==> config.mk <==
export PLATFORM = sky130hd
export DESIGN_NAME = mem_port_arbiter
export DESIGN_NICKNAME = d
export VERILOG_FILES = /design/src/rtl/mem_port_arbiter_pkg.sv /design/src/rtl/mem_port_arbiter_watchdog.sv /design/src/rtl/mem_port_arbiter.sv
export SDC_FILE = /design/constraint.sdc
export NUM_CORES = 1
export LEC_CHECK = 0
export CAP_MARGIN = 40
export CORE_MARGIN = 2
export CORE_UTILIZATION = 45
export CTS_CLUSTER_SIZE = 30
export DETAILED_ROUTE_END_ITERATION = 10
export PLACE_DENSITY = 0.82
export SYNTH_ARGS = -nofsm -noshare
export SYNTH_HDL_FRONTEND = slang
export SYNTH_SLANG_ARGS = --single-unit
export TNS_END_PERCENT = 30
==> constraint.sdc <==
create_clock -name clk -period 3.3 [get_ports clk]
set_clock_uncertainty 0.2 [all_clocks]
set_input_delay 0.66 -clock clk [delete_from_list [all_inputs] [get_ports clk]]
set_output_delay 0.66 -clock clk [all_outputs]
set_load 0.005 [all_outputs]
==> src/rtl/mem_port_arbiter_pkg.sv <==
// mem_arb_pkg: shared FSM encoding and select/direction constants for the memory port arbiter
package mem_arb_pkg;
  typedef enum logic [1:0] {IDLE, ISSUE, WAIT_RESP, DONE} state_e;
  localparam logic SEL_D = 1'b0;
  localparam logic SEL_I = 1'b1;
  localparam logic MEM_RW_READ = 1'b0;
  localparam logic MEM_RW_WRITE = 1'b1;
endpackage

==> src/rtl/mem_port_arbiter_watchdog.sv <==
// mem_arb_watchdog: counts response-wait cycles and flags expiry after TIMEOUT cycles
module mem_arb_watchdog #(
  parameter int TIMEOUT = 255
) (
  input  logic clk,
  input  logic reset,
  input  logic clr_i,
  input  logic en_i,
  output logic expired_o
);
  localparam int CW = $clog2(TIMEOUT + 1);
  logic [CW-1:0] cnt_q, cnt_d;
  always_comb cnt_d = clr_i ? '0 : en_i ? cnt_q + 1'b1 : cnt_q;
  always_ff @(posedge clk) begin
    if (!reset) cnt_q <= '0;
    else cnt_q <= cnt_d;
  end
  assign expired_o = en_i && (cnt_q == CW'(TIMEOUT - 1));
endmodule

==> src/rtl/mem_port_arbiter.sv <==
// mem_port_arbiter: serializes fetch and data requests onto one memory port, data first
module mem_port_arbiter
  import mem_arb_pkg::*;
#(
  parameter int ADDR_W = 32,
  parameter int DATA_W = 32,
  parameter int TIMEOUT = 255
) (
  input  logic                  clk,
  input  logic                  reset,
  input  logic                  i_re,
  input  logic [ADDR_W-1:0]     i_addr,
  output logic [DATA_W-1:0]     i_rdata,
  input  logic                  d_re,
  input  logic [DATA_W/8-1:0]   d_we,
  input  logic [ADDR_W-1:0]     d_addr,
  input  logic [DATA_W-1:0]     d_wdata,
  output logic [DATA_W-1:0]     d_rdata,
  output logic                  stall,
  output logic                  mem_req_valid,
  input  logic                  mem_req_ready,
  output logic                  mem_req_rw,
  output logic [ADDR_W-1:0]     mem_req_addr,
  output logic [DATA_W-1:0]     mem_req_wdata,
  output logic [DATA_W/8-1:0]   mem_req_wmask,
  input  logic                  mem_resp_valid,
  input  logic [DATA_W-1:0]     mem_resp_data,
  output logic                  mem_err
);
  localparam int MASK_W = DATA_W / 8;
  state_e state_q, state_d;
  logic i_pend_q, i_pend_d, d_pend_q, d_pend_d, sel_q, sel_d, err_q, err_d;
  logic [ADDR_W-1:0] i_addr_q, i_addr_d, d_addr_q, d_addr_d;
  logic [DATA_W-1:0] d_wdata_q, d_wdata_d, i_rdata_q, i_rdata_d, d_rdata_q, d_rdata_d;
  logic [MASK_W-1:0] d_we_q, d_we_d;
  logic req, sel, wr, wd_clr, wd_en, wd_exp;
  mem_arb_watchdog #(.TIMEOUT(TIMEOUT)) u_wd (
    .clk(clk),
    .reset(reset),
    .clr_i(wd_clr),
    .en_i(wd_en),
    .expired_o(wd_exp)
  );
  always_comb begin
    req = i_re | d_re | (|d_we);
    sel = d_pend_q ? SEL_D : SEL_I;
    wr = (sel == SEL_D) && (|d_we_q);
    state_d = state_q;
    i_pend_d = i_pend_q;
    d_pend_d = d_pend_q;
    sel_d = sel_q;
    err_d = err_q;
    i_addr_d = i_addr_q;
    d_addr_d = d_addr_q;
    d_wdata_d = d_wdata_q;
    d_we_d = d_we_q;
    i_rdata_d = i_rdata_q;
    d_rdata_d = d_rdata_q;
    wd_clr = 1'b0;
    wd_en = 1'b0;
    case (state_q)
      IDLE: if (req) begin
        i_pend_d = i_re;
        d_pend_d = d_re | (|d_we);
        i_addr_d = i_addr;
        d_addr_d = d_addr;
        d_wdata_d = d_wdata;
        d_we_d = d_we;
        state_d = ISSUE;
      end
      ISSUE: if (mem_req_ready) begin
        if (wr) begin
          d_pend_d = 1'b0;
          state_d = i_pend_q ? ISSUE : DONE;
        end else begin
          sel_d = sel;
          wd_clr = 1'b1;
          state_d = WAIT_RESP;
        end
      end
      WAIT_RESP: begin
        wd_en = 1'b1;
        if (mem_resp_valid || wd_exp) begin
          if (mem_resp_valid && sel_q == SEL_D) d_rdata_d = mem_resp_data;
          if (mem_resp_valid && sel_q == SEL_I) i_rdata_d = mem_resp_data;
          if (!mem_resp_valid) err_d = 1'b1;
          if (sel_q == SEL_D) d_pend_d = 1'b0;
          else i_pend_d = 1'b0;
          state_d = ((sel_q == SEL_D) ? i_pend_q : d_pend_q) ? ISSUE : DONE;
        end
      end
      default: state_d = IDLE;
    endcase
  end
  always_ff @(posedge clk) begin
    if (!reset) begin
      state_q <= IDLE;
      i_pend_q <= 1'b0;
      d_pend_q <= 1'b0;
      sel_q <= SEL_D;
      err_q <= 1'b0;
      i_addr_q <= '0;
      d_addr_q <= '0;
      d_wdata_q <= '0;
      d_we_q <= '0;
      i_rdata_q <= '0;
      d_rdata_q <= '0;
    end else begin
      state_q <= state_d;
      i_pend_q <= i_pend_d;
      d_pend_q <= d_pend_d;
      sel_q <= sel_d;
      err_q <= err_d;
      i_addr_q <= i_addr_d;
      d_addr_q <= d_addr_d;
      d_wdata_q <= d_wdata_d;
      d_we_q <= d_we_d;
      i_rdata_q <= i_rdata_d;
      d_rdata_q <= d_rdata_d;
    end
  end
  always_comb begin
    mem_req_valid = state_q == ISSUE;
    mem_req_rw = (mem_req_valid && wr) ? MEM_RW_WRITE : MEM_RW_READ;
    mem_req_addr = mem_req_valid ? ((sel == SEL_D) ? d_addr_q : i_addr_q) : '0;
    mem_req_wdata = (mem_req_valid && wr) ? d_wdata_q : '0;
    mem_req_wmask = (mem_req_valid && wr) ? d_we_q : '0;
    stall = !((state_q == IDLE && !req) || state_q == DONE);
    i_rdata = i_rdata_q;
    d_rdata = d_rdata_q;
    mem_err = err_q;
  end
endmodule

==> results.txt <==
The hold-critical path depth came out at 2. The static leakage came out at 0.00392 µW. The flow ran to the end, and the final reports show no timing, DRC or antenna violations. The floorplan core area is 0.0157 mm².

The share of the clock period used by the worst path came out at 97.6%. The mapped netlist covers 0.00718 mm². Walking the worst path, the cells encountered are clkdlybuf4s50_1, or4b_4, nor2_4, nor2_1, clkdlybuf4s50_1.

The detailed-route vias per instance came out at 4.91. The cell count after synthesis came out at 919. The first-pass GRT wire length came out at 31300 µm. The design internal power is 4760 µW. The yosys synthesis warning count is 0. The first-pass detailed-route iteration total came out at 5. The global placer's final weighted congestion is 0.828.

Power spread over the standard cell area amounts to 654 mW/mm². The total of buffers placed on input and output ports came out at 273. The total power is 6990 µW. The total of hold buffers inserted after clock tree synthesis came out at 0.

The number of enable flip-flop cells after synthesis is 0. Setup violations remaining at the end of the flow were counted as 0. In this run the register-to-register setup slack is 1030 ps. In this run the remaining antenna-violating nets after routing total 0.

The class of the worst hold path is reg -> reg. The number of buffers created by CTS came out at 17. The flip-flop cell with the highest count after synthesis is sky130_fd_sc_hd__dfxtp_1. In this design, the critical path's most frequently occurring cell is sky130_fd_sc_hd__clkdlybuf4s50_1. The clock group share of total power came out at 29.3%. The mean cell area of the mapped netlist came out at 7.81 µm². Clock-pin slew was measured on the worst setup and hold paths at 60 ps. For the finished layout, the period the worst path requires is 3220 ps. The number of fillers in the final layout is 1302.

The top-level I/O count came out at 274. VDD sags by at most 0.468 mV. The number of nets in the layout is 1307. The worst max-slew margin expressed relative to the limit is 55.4%. The die boundary height came out at 130 µm. The worst setup path is launched from an input pin. For this run, the slowest stage of the critical path takes 580 ps. The worst-path cell with the longest stage delay is sky130_fd_sc_hd__or4b_4. The initial detailed-routing violation count is 468. The arrival time reported for the critical path endpoint came out at 2360 ps. The total wire length after detailed routing came out at 20400 µm. In the final layout, the share of cells above drive strength 1 is 4.94%.

The number of diodes came out at 0. In the layout the commonest cells are 332 x sky130_fd_sc_hd__nand2_1, 273 x sky130_fd_sc_hd__clkdlybuf4s50_1, 177 x sky130_fd_sc_hd__dfxtp_1. The number of global-route vias before repair is 6243.

The HPWL after detailed placement is 13800 µm. Yosys mapped the design onto 39 distinct sky130hd cell types. The max-capacitance violation count came out at 0. The final core area utilization is 68.0%. Setup repair after global routing left no endpoint under its margin.

The sequential share of power came out at 40.2%. The area overhead of the layout relative to synthesis came out at 48.8%. The final route contains 6825 vias. The required time reported for the critical path endpoint came out at 2440 ps.

The floorplan has 46 rows. The logic depth of the worst register-to-register path is 7. From left edge to right edge, the die measures 130 µm. The flip-flop and latch count after synthesis came out at 178. The number of nets produced by synthesis is 1063. Entering global routing, the biggest net connects 101 pins. The highest net fanout along the worst path came out at 2. The global routing usage summed across all routing layers is 23.4%.

The setup TNS came out at 0 ps. The clock tree synthesis step divided the H-tree into 4 levels. The DRC violations left is 0.

The final hold violation count is 0. After detailed routing, the average wire length per cell comes to 14.7 µm. Based on the critical path, the design can be clocked at up to 310 MHz. The remaining global-route overflow came out at 0. CTS placed an instance of sky130_fd_sc_hd__clkbuf_16 at the clock tree root.

The slew of the pin with the lowest slew margin came out at 669 ps. For the worst-skew pair, the clock arrives at the later sink with an insertion delay of 420 ps. The fraction of power spent switching nets came out at 31.9%. The library cell used most frequently in the layout, excluding fill and tap cells, is sky130_fd_sc_hd__nand2_1.

The critical path is of the in -> out type. The combinational cell fraction of total power came out at 30.5%. Counting flops with an async set or reset pin after synthesis yields a share of 0%. The worst setup path is captured at an output pin. TritonCTS built the clock tree. The initial standard-cell utilization of the core is 45.7%.

The floorplan die area came out at 0.0170 mm². Summed over all nets, the switching power comes to 2230 µW. The share of the Yosys chip area taken by registers is 49.7%. The clock net in this run drives a total of 178 sinks.

Counting along the longest clock path gives a buffer depth of 2. The max-slew violation total from the final report is 0. The number of antenna violations at the first check in global routing is 0.
-- final timing paths --
check | from | end
setup reg to reg | state_q[1] | d_pend_q
hold / removal | d_wdata_q[5] | d_wdata_q[5]
hold reg to reg | d_wdata_q[5] | d_wdata_q[5]
setup / recovery | d_we[2] | stall
-- logic make-up (layout without fill, tap and decap cells) --
kind of cell | after synthesis | in the layout | synth area share, %
DFF | 178 | 178 | 49.7
adders and majority gates | 6 | 6 | 1.05
muxes | 34 | 34 | 4.74
AOI/OAI and AO/OA | 182 | 182 | 13.7
xor gates and xnor gates | 7 | 7 | 0.854
and+or+nand+nor | 437 | 437 | 24.9
buffers and inverters | 75 | 331 | 5.11
-- cells in the mapped netlist, drive strengths merged (2+ instances only) --
cell / count / area, µm²
and3: 5 / 31.3
nor2: 48 / 180
ha: 6 / 75.1
nand2: 332 / 1250
o211ai: 2 / 15.0
xnor2: 4 / 35.0
nand4: 4 / 25.0
inv: 6 / 22.5
nand3: 4 / 20.0
or3: 2 / 17.5
dfxtp: 178 / 3560
nor3: 4 / 20.0
o41ai: 5 / 58.8
xor2: 3 / 26.3
a21oi: 166 / 831
buf: 28 / 190
clkbuf: 40 / 150
or4b: 2 / 20.0
mux2i: 34 / 340
o31ai: 2 / 15.0
and2: 32 / 200
-- flip-flops by register name, summed over array words and instances (netlist names) --
register and flops:
d_addr_q 32, d_pend_q 1, d_rdata 32, d_wdata_q 32, d_we_q 4, i_addr_q 32
i_pend_q 1, i_rdata 32, mem_err 1, sel_q 1, state_q 2, u_wd.cnt_q 8
-- what timing repair did --
item	in CTS	in global routing
setup buffers	0	0
endpoints found under the hold margin	0	0
gates resized for setup	0	3
setup endpoints to repair	0	1
-- per-layer routing --
metal | global-route usage, % | part of all wire, %
met5 | 0 | 0
met4 | 7.46 | 1.7
met3 | 8.90 | 9.9
met2 | 38.7 | 47
met1 | 28.1 | 41
-- critical path: cells and delay by family --
family / cells / cell delay [ps]
buffers and inverters: 2 / 930
and+or+nand+nor: 3 / 760
-- per-stage QoR --
| step | area, µm² | hold slack, ps | std cells | setup WS, ps |
|---|---|---|---|---|
| after floorplan | 7180 | 232 | 919 | 885 |
| after global placement | 10100 | 237 | 1360 | 39.2 |
| after detailed placement | 10100 | 242 | 1360 | 18.0 |
| after CTS | 10700 | 251 | 1391 | 15.3 |
| after global routing | 10700 | 265 | 1391 | 8.15 |
| final | 10700 | 248 | 1391 | 79.2 |
-- power groups by stage --
stage / combinational (µW) / sequential [µW] / clock [µW]
6_report: 2130 / 2810 / 2040
5_1_grt: 2370 / 2860 / 2170
4_1_cts: 2150 / 2810 / 2080
3_5_place_dp: 2140 / 2860 / 0
3_3_place_gp: 2120 / 2840 / 0
2_1_floorplan: 1440 / 2800 / 0
-- final cells by class --
| cell class | count | area, µm² | share of cell area (%) |
|---|---|---|---|
| Tap cell | 216 | 270 | 2.53 |
| Timing Repair Buffer | 293 | 2950 | 27.6 |
| Multi-Input combinational cell | 666 | 3280 | 30.7 |
| Clock inverter | 8 | 128 | 1.19 |
| Inverter | 7 | 28.8 | 0.269 |
| Clock buffer | 23 | 468 | 4.38 |
| Sequential cell | 178 | 3560 | 33.4 |
No activity file was read; power rests on OpenSTA's default activity.
